`config.mk`:
```
export PLATFORM = sky130hd
export DESIGN_NAME = cmp_exec_unit
export DESIGN_NICKNAME = d
export VERILOG_FILES = /design/src/rtl/cmp_pkg.sv /design/src/rtl/pop4.sv /design/src/rtl/cmp_exec_unit.sv
export SDC_FILE = /design/constraint.sdc
export NUM_CORES = 1
export LEC_CHECK = 0
export CAP_MARGIN = 10
export CORE_MARGIN = 2
export CORE_UTILIZATION = 56
export CTS_BUF_LIST = sky130_fd_sc_hd__clkbuf_4
export DETAILED_ROUTE_END_ITERATION = 7
export GPL_TIMING_DRIVEN = 0
export PLACE_DENSITY = 0.95
export SYNTH_ARGS = -nofsm -noshare
export SYNTH_HDL_FRONTEND = slang
export SYNTH_HIERARCHICAL = 1
export SYNTH_SLANG_ARGS = --single-unit
```
`constraint.sdc`:
```
create_clock -name clk -period 7 [get_ports clk]
set_input_delay 1.4 -clock clk [delete_from_list [all_inputs] [get_ports clk]]
set_output_delay 1.4 -clock clk [all_outputs]
set_load 0.01 [all_outputs]
```
`src/rtl/cmp_pkg.sv`:
```
// rtl/cmp_pkg.sv - shared encodings, FSM state type and HAM iteration constants
package cmp_pkg;

    localparam int CMP_DATA_W = 32;
    localparam int CMP_NIB_W  = 4;
    localparam int HAM_STEPS  = CMP_DATA_W / CMP_NIB_W;
    localparam int HAM_CNT_W  = 6;
    localparam int STEP_W     = $clog2(HAM_STEPS);

    localparam logic [1:0] OP_HAM = 2'b00;
    localparam logic [1:0] OP_LUI = 2'b01;
    localparam logic [1:0] OP_SLT = 2'b10;
    localparam logic [1:0] OP_SGT = 2'b11;

    typedef enum logic [1:0] {
        ST_IDLE  = 2'd0,
        ST_COUNT = 2'd1,
        ST_DONE  = 2'd2
    } cmp_state_t;

endpackage

```
`src/rtl/pop4.sv`:
```
// rtl/pop4.sv - combinational popcount of one 4-bit nibble
module pop4 (
    input  logic [3:0] i_nib,
    output logic [2:0] o_cnt
);

    assign o_cnt = 3'(i_nib[0]) + 3'(i_nib[1]) + 3'(i_nib[2]) + 3'(i_nib[3]);

endmodule

```
`src/rtl/cmp_exec_unit.sv`:
```
// rtl/cmp_exec_unit.sv - execute-stage unit for HAM/LUI/SLT/SGT with valid/ready on both sides
module cmp_exec_unit
    import cmp_pkg::*;
#(
    parameter int DATA_W = CMP_DATA_W,
    parameter int NIB_W  = CMP_NIB_W
) (
    input  logic              clk,
    input  logic              rst,
    input  logic              in_valid,
    output logic              in_ready,
    input  logic [1:0]        op,
    input  logic [DATA_W-1:0] a,
    input  logic [DATA_W-1:0] b,
    output logic              out_valid,
    input  logic              out_ready,
    output logic [DATA_W-1:0] result,
    output logic              busy
);

    cmp_state_t r_state;
    cmp_state_t w_state_next;

    logic [DATA_W-1:0]    r_sr;
    logic [DATA_W-1:0]    r_result;
    logic [HAM_CNT_W-1:0] r_acc;
    logic [STEP_W-1:0]    r_step;

    logic [HAM_CNT_W-1:0] w_acc_next;
    logic [2:0]           w_pop;
    logic                 w_accept;
    logic                 w_last_step;
    logic                 w_lt_ab;
    logic                 w_lt_ba;
    logic [DATA_W-1:0]    w_alu;

    // Sign bit of the 33-bit difference of sign-extended operands: exact even when a-b overflows.
    function automatic logic signed_lt(input logic [DATA_W-1:0] x, input logic [DATA_W-1:0] y);
        logic [DATA_W:0] d;
        d = {x[DATA_W-1], x} - {y[DATA_W-1], y};
        return d[DATA_W];
    endfunction

    assign w_accept    = in_valid & in_ready;
    assign w_last_step = (r_step == STEP_W'(HAM_STEPS - 1));
    assign w_lt_ab     = signed_lt(a, b);
    assign w_lt_ba     = signed_lt(b, a);
    assign w_acc_next  = r_acc + HAM_CNT_W'(w_pop);
    assign result      = r_result;

    pop4 u_pop4 (
        .i_nib (r_sr[NIB_W-1:0]),
        .o_cnt (w_pop)
    );

    always_comb begin
        w_alu = '0;
        case (op)
            OP_LUI:  w_alu = {a[DATA_W-1:DATA_W/2], {(DATA_W/2){1'b0}}};
            OP_SLT:  w_alu = DATA_W'(w_lt_ab);
            OP_SGT:  w_alu = DATA_W'(w_lt_ba);
            default: w_alu = '0;
        endcase
    end

    always_ff @(posedge clk or posedge rst) begin
        if (rst) begin
            r_state <= ST_IDLE;
        end else begin
            r_state <= w_state_next;
        end
    end

    always_comb begin
        w_state_next = r_state;
        case (r_state)
            ST_IDLE: begin
                if (in_valid) begin
                    w_state_next = (op == OP_HAM) ? ST_COUNT : ST_DONE;
                end
            end
            ST_COUNT: begin
                if (w_last_step) begin
                    w_state_next = ST_DONE;
                end
            end
            ST_DONE: begin
                if (out_ready) begin
                    if (in_valid) begin
                        w_state_next = (op == OP_HAM) ? ST_COUNT : ST_DONE;
                    end else begin
                        w_state_next = ST_IDLE;
                    end
                end
            end
            default: w_state_next = ST_IDLE;
        endcase
    end

    always_comb begin
        in_ready  = 1'b0;
        out_valid = 1'b0;
        busy      = 1'b0;
        case (r_state)
            ST_IDLE:  in_ready = 1'b1;
            ST_COUNT: busy = 1'b1;
            ST_DONE: begin
                out_valid = 1'b1;
                in_ready  = out_ready;
            end
            default: in_ready = 1'b0;
        endcase
    end

    // HAM always runs the full 8 nibbles so latency is data-independent.
    always_ff @(posedge clk or posedge rst) begin
        if (rst) begin
            r_sr     <= '0;
            r_acc    <= '0;
            r_step   <= '0;
            r_result <= '0;
        end else if (w_accept) begin
            if (op == OP_HAM) begin
                r_sr   <= a;
                r_acc  <= '0;
                r_step <= '0;
            end else begin
                r_result <= w_alu;
            end
        end else if (r_state == ST_COUNT) begin
            r_sr   <= r_sr >> NIB_W;
            r_acc  <= w_acc_next;
            r_step <= r_step + 1'b1;
            if (w_last_step) begin
                r_result <= {{(DATA_W-HAM_CNT_W){1'b0}}, w_acc_next};
            end
        end
    end

endmodule
```
# Yosys cells after proc, flatten, opt, wreduce, memory -nomap -nowiden
# Cells that the tools add are included.
# classes
n_reduce_logical	7
n_mul	0
n_addsub	7
shift	0
mux	23
n_eq_ne	11
bitwise_logic	1
div_mod_pow	0
magnitude_cmp	0
# ops
cell	n
32-bit two-way mux	7
32-bit one-hot mux with 3 select lines	1
32-bit by 32-bit subtractor with 33-bit output	2
6-bit two-way mux	3
2-bit two-way mux	5
3-bit two-way mux	3
2-bit != test (second input constant)	4
3-bit by 1-bit adder with 3-bit output	2
6-bit by 3-bit adder with 6-bit output	1
2-bit equality test (second input constant)	3
2-bit one-hot mux with 3 select lines	1
3-bit AND reduction	2
2-bit by 1-bit equality test with 1-bit output (second input constant)	2
2-bit zero test	2
2-bit nonzero test	2
3-bit by 1-bit adder with 3-bit output (second input constant)	1
3-bit equality test (second input constant)	1
1-bit by 1-bit adder with 2-bit output	1
1-bit two-way mux	2
2-bit by 1-bit != test with 1-bit output (second input constant)	1
1-bit one-hot mux with 2 select lines	1
2-bit AND reduction	1
1-bit AND	1
# word_totals
in_bits	70
word_cells	54
latch_bits	0
memories	0
mem_bits_rw	0
rom_bits	0
register_bits	75

# Depth between registers and ports, before layout
# Gate-level depths: netlist of run 1.
# depth
depth_word	7
depth_mapped	12
ltp_nobuf	12

# Cells and area by module
# Netlist of run 1, hierarchy kept.
# modules_own_cells
mod	area_each_um2	instances	cells_per_inst
cmp_exec_unit	4418.0	1	481
pop4	63.8	1	8

# Least setup slack after synthesis of run 1
# OpenSTA, ideal clock, no wires.
# synth_timing
path_kind	input -> register
from	in a[31]
to	reg r_result[0], in the netlist result[0]
path_stages	9
arrival_time_ns	3.616
path_buffers	0
setup_slack_ns	3.318
cell_sequence	inv_1 -> ha_1 -> nand4_1 -> or4b_1 -> or4_4 -> nor2_4 -> nor3_1 -> or4_1 -> nand2_1
# synth_via
elab_chain_cells	4
elab_cells_between_ends	5
classes_between	add/sub: 2; mux: 3
# synth_rtl
element	line_no	source
start, declared	cmp_exec_unit.sv:13	input logic [DATA_W-1:0] a,
32-bit by 32-bit subtractor with 33-bit output	cmp_exec_unit.sv:40	d = {x[DATA_W-1], x} - {y[DATA_W-1], y};
32-bit one-hot mux with 3 select lines *	cmp_exec_unit.sv:58	case (op)
32-bit two-way mux *	cmp_exec_unit.sv:123	if (op == OP_HAM) begin
32-bit two-way mux *	cmp_exec_unit.sv:122	end else if (w_accept) begin
end signal, assigned	cmp_exec_unit.sv:128	r_result <= w_alu;
end signal, assigned	cmp_exec_unit.sv:135	r_result <= {{(DATA_W-HAM_CNT_W){1'b0}}, w_acc_next};
end, declared	cmp_exec_unit.sv:25	logic [DATA_W-1:0] r_result;
# Mark *: on every way between the ends. The rest lies on a longest branch, timed or not. The select of a mux whose other input is x is not followed.
# A chain may end at the register's enable or synchronous reset.

# Worst setup path after layout of run 1
# Same ends and word-level chain as after synthesis.

==> out/results.txt, run 1 <==
Peak VDD IR: 0.1422 mV
drt initial violations: 172
core area: 7727 um^2
starting density of the core: 58.00%
number of flops mapped to enable cells by yosys: 0
DR WL/cell: 15.88 um
area of placed instances: 5604 um^2
vias in the first global route: 4146
count of different cell masters after synthesis: 42
Area contributors post-synth: dfrtp_1 36%, ha_1 19%, mux2i_1 6.3%
final setup vio count: 0
initial antenna violation count: 0
CP Cell Sequence: clkdlybuf4s50_1 > inv_1 > ha_1 > nand4_1 > or4b_1 > or4_4 > a21oi_1 > nor2_1 > or4_1 > nand2_1
Layout area overhead: 27.11%
gr ovfl total: 0
DR vias: 3881
number of synthesis warnings: 6
area of the die: 8735 um^2
Total Wirelength: 11260 um
mapped cell area: 4482 um^2
final hold violations: 0
setup_tns: 0 ns
layout cells sized above 1: 4.942%
Critical Path Source: a[31]
nets: 745
IO Port Bufs: 94
Worst Tran Pin Value: 0.8944 ns
Num CTS Buffers: 9
htree depth: 3
drt drc: 0
max_cap viols: 0
most common flop cell mapped by yosys: dfrtp_1
Die W: 93.46 um
number of diodes: 0
Root Driver: clkbuf_4
Worst Setup End Kind: register
sequential fraction of the synthesis area: 36.29%
Post-CTS Resized: 0
Synth Area per Inst: 9.165 um^2
Final Critical Period: 4.219 ns
Tot GR Track Use: 26.83%
R2R setup slack: 4.27 ns
Seq cells post-synth: 65
Slowest-stage cell, CP: or4b_1
Placed Instances: 695
count leader, synth: inv_1
Pleak: 2.910 nW
worst flop-to-flop path endpoint: r_acc[5]$_DFFE_PP0P_
worst-case clock skew: 0.01002 ns
worst-skew pair later-pin latency: 0.40 ns
Rel. slew slack: 40.25%
critical path arrival: 4.56 ns
HP Class: register to register
CP required: 7.34 ns
Worst-path clk slew: 0.09 ns
crit share post-route: 60.28%
Largest stage delay, worst path: 0.62 ns
Post CTS Setup Buffer Count: 0
Synth top area share: 36.29%
first-pass GRT wire length: 18530 um
leading area contributor after synthesis: dfrtp_1
crit path capture: result[0]$_DFFE_PP0P_
RSZ-0062 raised after global routing: no
Die Height: 93.46 um
Max Clock Freq: 237.0 MHz
clock buffer depth: 2
cell count after synthesis: 489
crit path max fanout: 6
Final Instance Area: 5697 um^2
row count: 32
r2r startpoint: r_sr[0]$_DFFE_PP0P_
startpoint types: input port
largest net degree at the start of global routing: 42
fin cells: 709
Routed Antenna Nets: 0
reg2reg path depth: 12
max-slew violations: 0
Pwr Density: 257.1 nW/um^2
Clock Sinks: 65
io pins: 105
WS Path Type: input port to register
CTS tree: built
DR pass1 iterations: 5
vias per cell: 5.474
Post-synth ARST share: 100.0%
GPL Wtd Cong: 0.9396
dpl hpwl: 8978 um
outcome: completed
cts hold-fix bufs: 0
commonest cells in the netlist: 70 x inv_1, 69 x ha_1, 65 x dfrtp_1, 61 x nand2_1, 37 x o21ai_1
-- power by group --
part	total [W]	switching [W]	leakage (nW)	internal [W]
clock network	0.000192	0.000127	0.0525	0.0000655
registers	0.000581	0.0000783	0.855	0.000502
logic	0.000692	0.000373	2.00	0.000319
-- worst min-delay path by stage --
| stage | from | endpoint | slack, ns | depth (start not counted) |
|---|---|---|---|---|
| 6_report | r_sr[30]$_DFFE_PP0P_ | r_sr[30]$_DFFE_PP0P_ | 0.49 | 2 |
| 2_1_floorplan | r_sr[28]$_DFFE_PP0P_ | r_sr[28]$_DFFE_PP0P_ | 0.45 | 2 |
| 3_5_place_dp | r_sr[30]$_DFFE_PP0P_ | r_sr[30]$_DFFE_PP0P_ | 0.47 | 2 |
| 5_1_grt | r_step[0]$_DFFE_PP0P_ | r_step[0]$_DFFE_PP0P_ | 0.51 | 1 |
| 3_3_place_gp | r_sr[30]$_DFFE_PP0P_ | r_sr[30]$_DFFE_PP0P_ | 0.46 | 2 |
| 4_1_cts | r_sr[30]$_DFFE_PP0P_ | r_sr[30]$_DFFE_PP0P_ | 0.49 | 2 |
-- layout make-up --
class	instances	area (um^2)
multi-input combinational	336	2471
fill	546	2031
sequential	65	1627
timing repair buffer	95	960.9
inverter	72	270.3
buffer	25	147.6
tap	102	127.6
clock buffer	9	67.56
clock inverter	5	25.02
-- worst max-delay path, delay by kind of cell --
kind,cells,cell delay (ns)
compound gates,1,0.22
fa+ha+maj,1,0.39
simple gates,6,1.94
buf+inv,2,0.61
-- stage by stage --
stage	worst slack (ns)	util [%]	power, W	hold slack [ns]
floorplan	3.318	-	0.0009996	0.4483
global placement	2.438	72.26	0.001226	0.4630
detailed placement	2.425	72.52	0.001274	0.4668
CTS	2.810	73.72	0.001468	0.4888
global route	2.656	73.72	0.001573	0.5106
finish	2.781	73.72	0.001465	0.4896
-- metal layers --
layer  wire length [um]  vias up  part of all wire (%)  GRT usage (%)
met5                  0        -                     0              0
met4                 90        0                  0.80          7.966
met3                712       13                   6.3          6.688
met2               5853      128                    52          48.80
met1               4602     1856                    41          30.97
li1                   -     1884                     -              -
-- placed cells by master (no fill, tap or decap), drive strengths merged --
master / count
or4b: 1
a22o: 21
a211oi: 4
a21o: 3
o22ai: 1
a41oi: 1
and4: 2
o21ai: 48
a21oi: 29
nor3: 2
a32o: 1
xnor2: 4
nor3b: 2
clkdlybuf4s50: 94
clkbuf: 20
nand4: 5
and2: 2
ha: 69
dfrtp: 65
nor4: 1
or4: 2
nand2b: 3
nor2: 14
a2111oi: 1
a221oi: 1
fa: 2
o31ai: 8
clkinv: 4
nor2b: 2
nand3: 5
a31oi: 2
buf: 15
clkinvlp: 1
inv: 72
mux2i: 28
conb: 10
nand2: 61
a21bo: 1
-- cells by family (layout without fill, tap and decap cells) --
kind of cell,Yosys count,after routing,share of synthesized area (%)
other,1,10,0.08367
AND/OR/NAND/NOR,102,102,10.44
flip-flops,65,65,36.29
buffers and inverters,97,206,9.324
AO/OA/AOI/OAI,121,121,16.67
adder cells (fa/ha/maj),71,71,20.16
XOR/XNOR,4,4,0.7816
multiplexers,28,28,6.254
-- registers in the layout, summed over array words and instances, names as in the netlist --
register,cells
r_sr,32
result,22
r_state,2
r_acc,6
r_step,3
(Power assumes the default switching activity.)
==> inputs of run 2 (changes only) <==
CORE_UTILIZATION = 47   (was 56)
PLACE_DENSITY = 0.86   (was 0.95)
clock period = 3.8 ns   (was 7 ns; I/O delays follow)
==> run 2 against run 1 <==
Effect of this change: count of clock-buffer cells in the layout is 1 higher; power is 90% higher; via count is 0.75% lower; highest routed layer unchanged; flip-flop and latch count stayed put; non-clock buffer count stayed put; die area is 18% higher; design area is 1.3% higher; setup slack worse by 2.6 ns; routed wire length is 1.3% lower.
==> out/results.txt, run 2 (synthesis gave the netlist of run 1 again) <==
CP required: 4.17 ns
Comb pwr share: 44.9%
worst-case clock skew: 0.01210 ns
number of diodes: 0
Clock Sinks: 65
reg2reg path depth: 12
io pins: 105
starting density of the core: 48.50%
DR pass1 iterations: 4
power share of the clock group: 16.6%
drt drc: 0
Core Util, Final: 62.46%
crit path max fanout: 6
NetSw: 0.001066 W
htree depth: 3
Tot GR Track Use: 23.35%
largest net degree at the start of global routing: 35
Die W: 101.7 um
crit share post-route: 94.87%
commonest non-fill, non-tap cell in the layout: clkdlybuf4s50_1
Pleak: 2.929 nW
Slowest-stage cell, CP: or4b_1
Reg power frac: 38.5%
nets: 745
final hold violations: 0
GPL Wtd Cong: 0.8611
Worst Setup End Kind: register
layout cells sized above 1: 5.255%
Int Power: 0.001715 W
Post-CTS Resized: 0
CP Cell Sequence: clkdlybuf4s50_1 > inv_1 > ha_1 > nand4_1 > or4b_1 > or4_4 > a21oi_1 > nor2_1 > or4_1 > nand2_1
DR vias: 3852
Rel. slew slack: 41.48%
DR WL/cell: 15.06 um
Stages on worst setup path: 10
Max Clock Freq: 277.4 MHz
Worst-path clk slew: 0.11 ns
Routed Antenna Nets: 0
critical path arrival: 3.97 ns
max-slew violations: 0
RSZ-0062 raised after global routing: no
initial antenna violation count: 0
vias in the first global route: 4178
Num CTS Buffers: 9
row count: 35
Worst Tran Pin Value: 0.8759 ns
Die Height: 101.7 um
Post CTS Setup Buffer Count: 0
outcome: completed
HP Class: register to register
Peak VDD IR: 0.3605 mV
Root Driver: clkbuf_4
gr ovfl total: 0
Most flops, register: r_sr
dpl hpwl: 8887 um
Total Wirelength: 11110 um
hold_ws: 0.4953 ns
IO Port Bufs: 94
vias per cell: 5.220
Layout area overhead: 28.78%
switching share of power: 38.33%
Largest register FFs: 32
Largest stage delay, worst path: 0.64 ns
max_cap viols: 0
most frequent cells in the layout: 94 x clkdlybuf4s50_1, 69 x inv_1, 69 x ha_1
first-pass GRT wire length: 19140 um
Final Critical Period: 3.605 ns
clock buffer depth: 2
hold depth: 2
CTS tree: built
final setup vio count: 0
worst-skew pair later-pin latency: 0.42 ns
Pwr Density: 481.8 nW/um^2
Overall Power: 0.002781 W
drt initial violations: 217
cts hold-fix bufs: 0
core area: 9240 um^2
startpoint types: input port
cell family with most CP delay: simple AND/OR/NAND/NOR gates
WS Path Type: input port to register
CP Buf/Inv Count: 2
area of the die: 10330 um^2
[run 2: layout make-up]
cell class / count / area [um^2]
timing repair buffer: 95 / 960.9
clock buffer: 10 / 75.07
fill: 761 / 3468
inverter: 72 / 270.3
buffer: 25 / 147.6
sequential: 65 / 1627
clock inverter: 6 / 58.81
multi-input combinational: 336 / 2471
tap: 129 / 161.4
[run 2: power by group through the flow]
stage	Sequential, W	Combinational (W)	Clock [W]
final	0.00107	0.00125	0.000461
after global placement	0.00107	0.00119	0
after global routing	0.00110	0.00140	0.000500
after CTS	0.00107	0.00126	0.000471
after detailed placement	0.00108	0.00125	0
after floorplan	0.00107	0.000772	0
[run 2: worst paths after layout]
kind	from	end	slack [ns]
max	a[31]	result[0]$_DFFE_PP0P_	0.19
min	r_sr[30]$_DFFE_PP0P_	r_sr[30]$_DFFE_PP0P_	0.50
max reg2reg	r_sr[0]$_DFFE_PP0P_	r_acc[5]$_DFFE_PP0P_	1.11
min reg2reg	r_sr[30]$_DFFE_PP0P_	r_sr[30]$_DFFE_PP0P_	0.50
max in group asynchronous	rst	r_sr[25]$_DFFE_PP0P_	2.40
min in group asynchronous	rst	r_sr[4]$_DFFE_PP0P_	0.77
[run 2: per-stage QoR]
step | worst slack, ns | std cells | setup TNS [ns] | instance area, um^2
6_report | 0.1949 | 738 | 0 | 5772
5_1_grt | 0.05159 | 738 | 0 | 5772
4_1_cts | 0.2645 | 738 | 0 | 5772
3_5_place_dp | -0.1897 | 722 | -0.1897 | 5638
3_3_place_gp | -0.1762 | 721 | -0.1762 | 5618
2_1_floorplan | 0.7582 | 498 | 0 | 4516
[run 2: worst min-delay path: cells and delay by family, from the launching register on]
family | cells | cell delay, ns
DFF | 1 | 0.36
and+or+nand+nor | 1 | 0.05
AOI/OAI and AO/OA | 1 | 0.05
[run 2: per-layer routing]
metal / part of all wire (%) / wire length (um) / up-vias / track usage [%]
met5: 0 / 0 / - / 0
met4: 2.3 / 260 / 0 / 7.069
met3: 5.6 / 620 / 24 / 5.521
met2: 51 / 5665 / 114 / 42.46
met1: 41 / 4568 / 1843 / 27.14
li1: - / - / 1871 / -
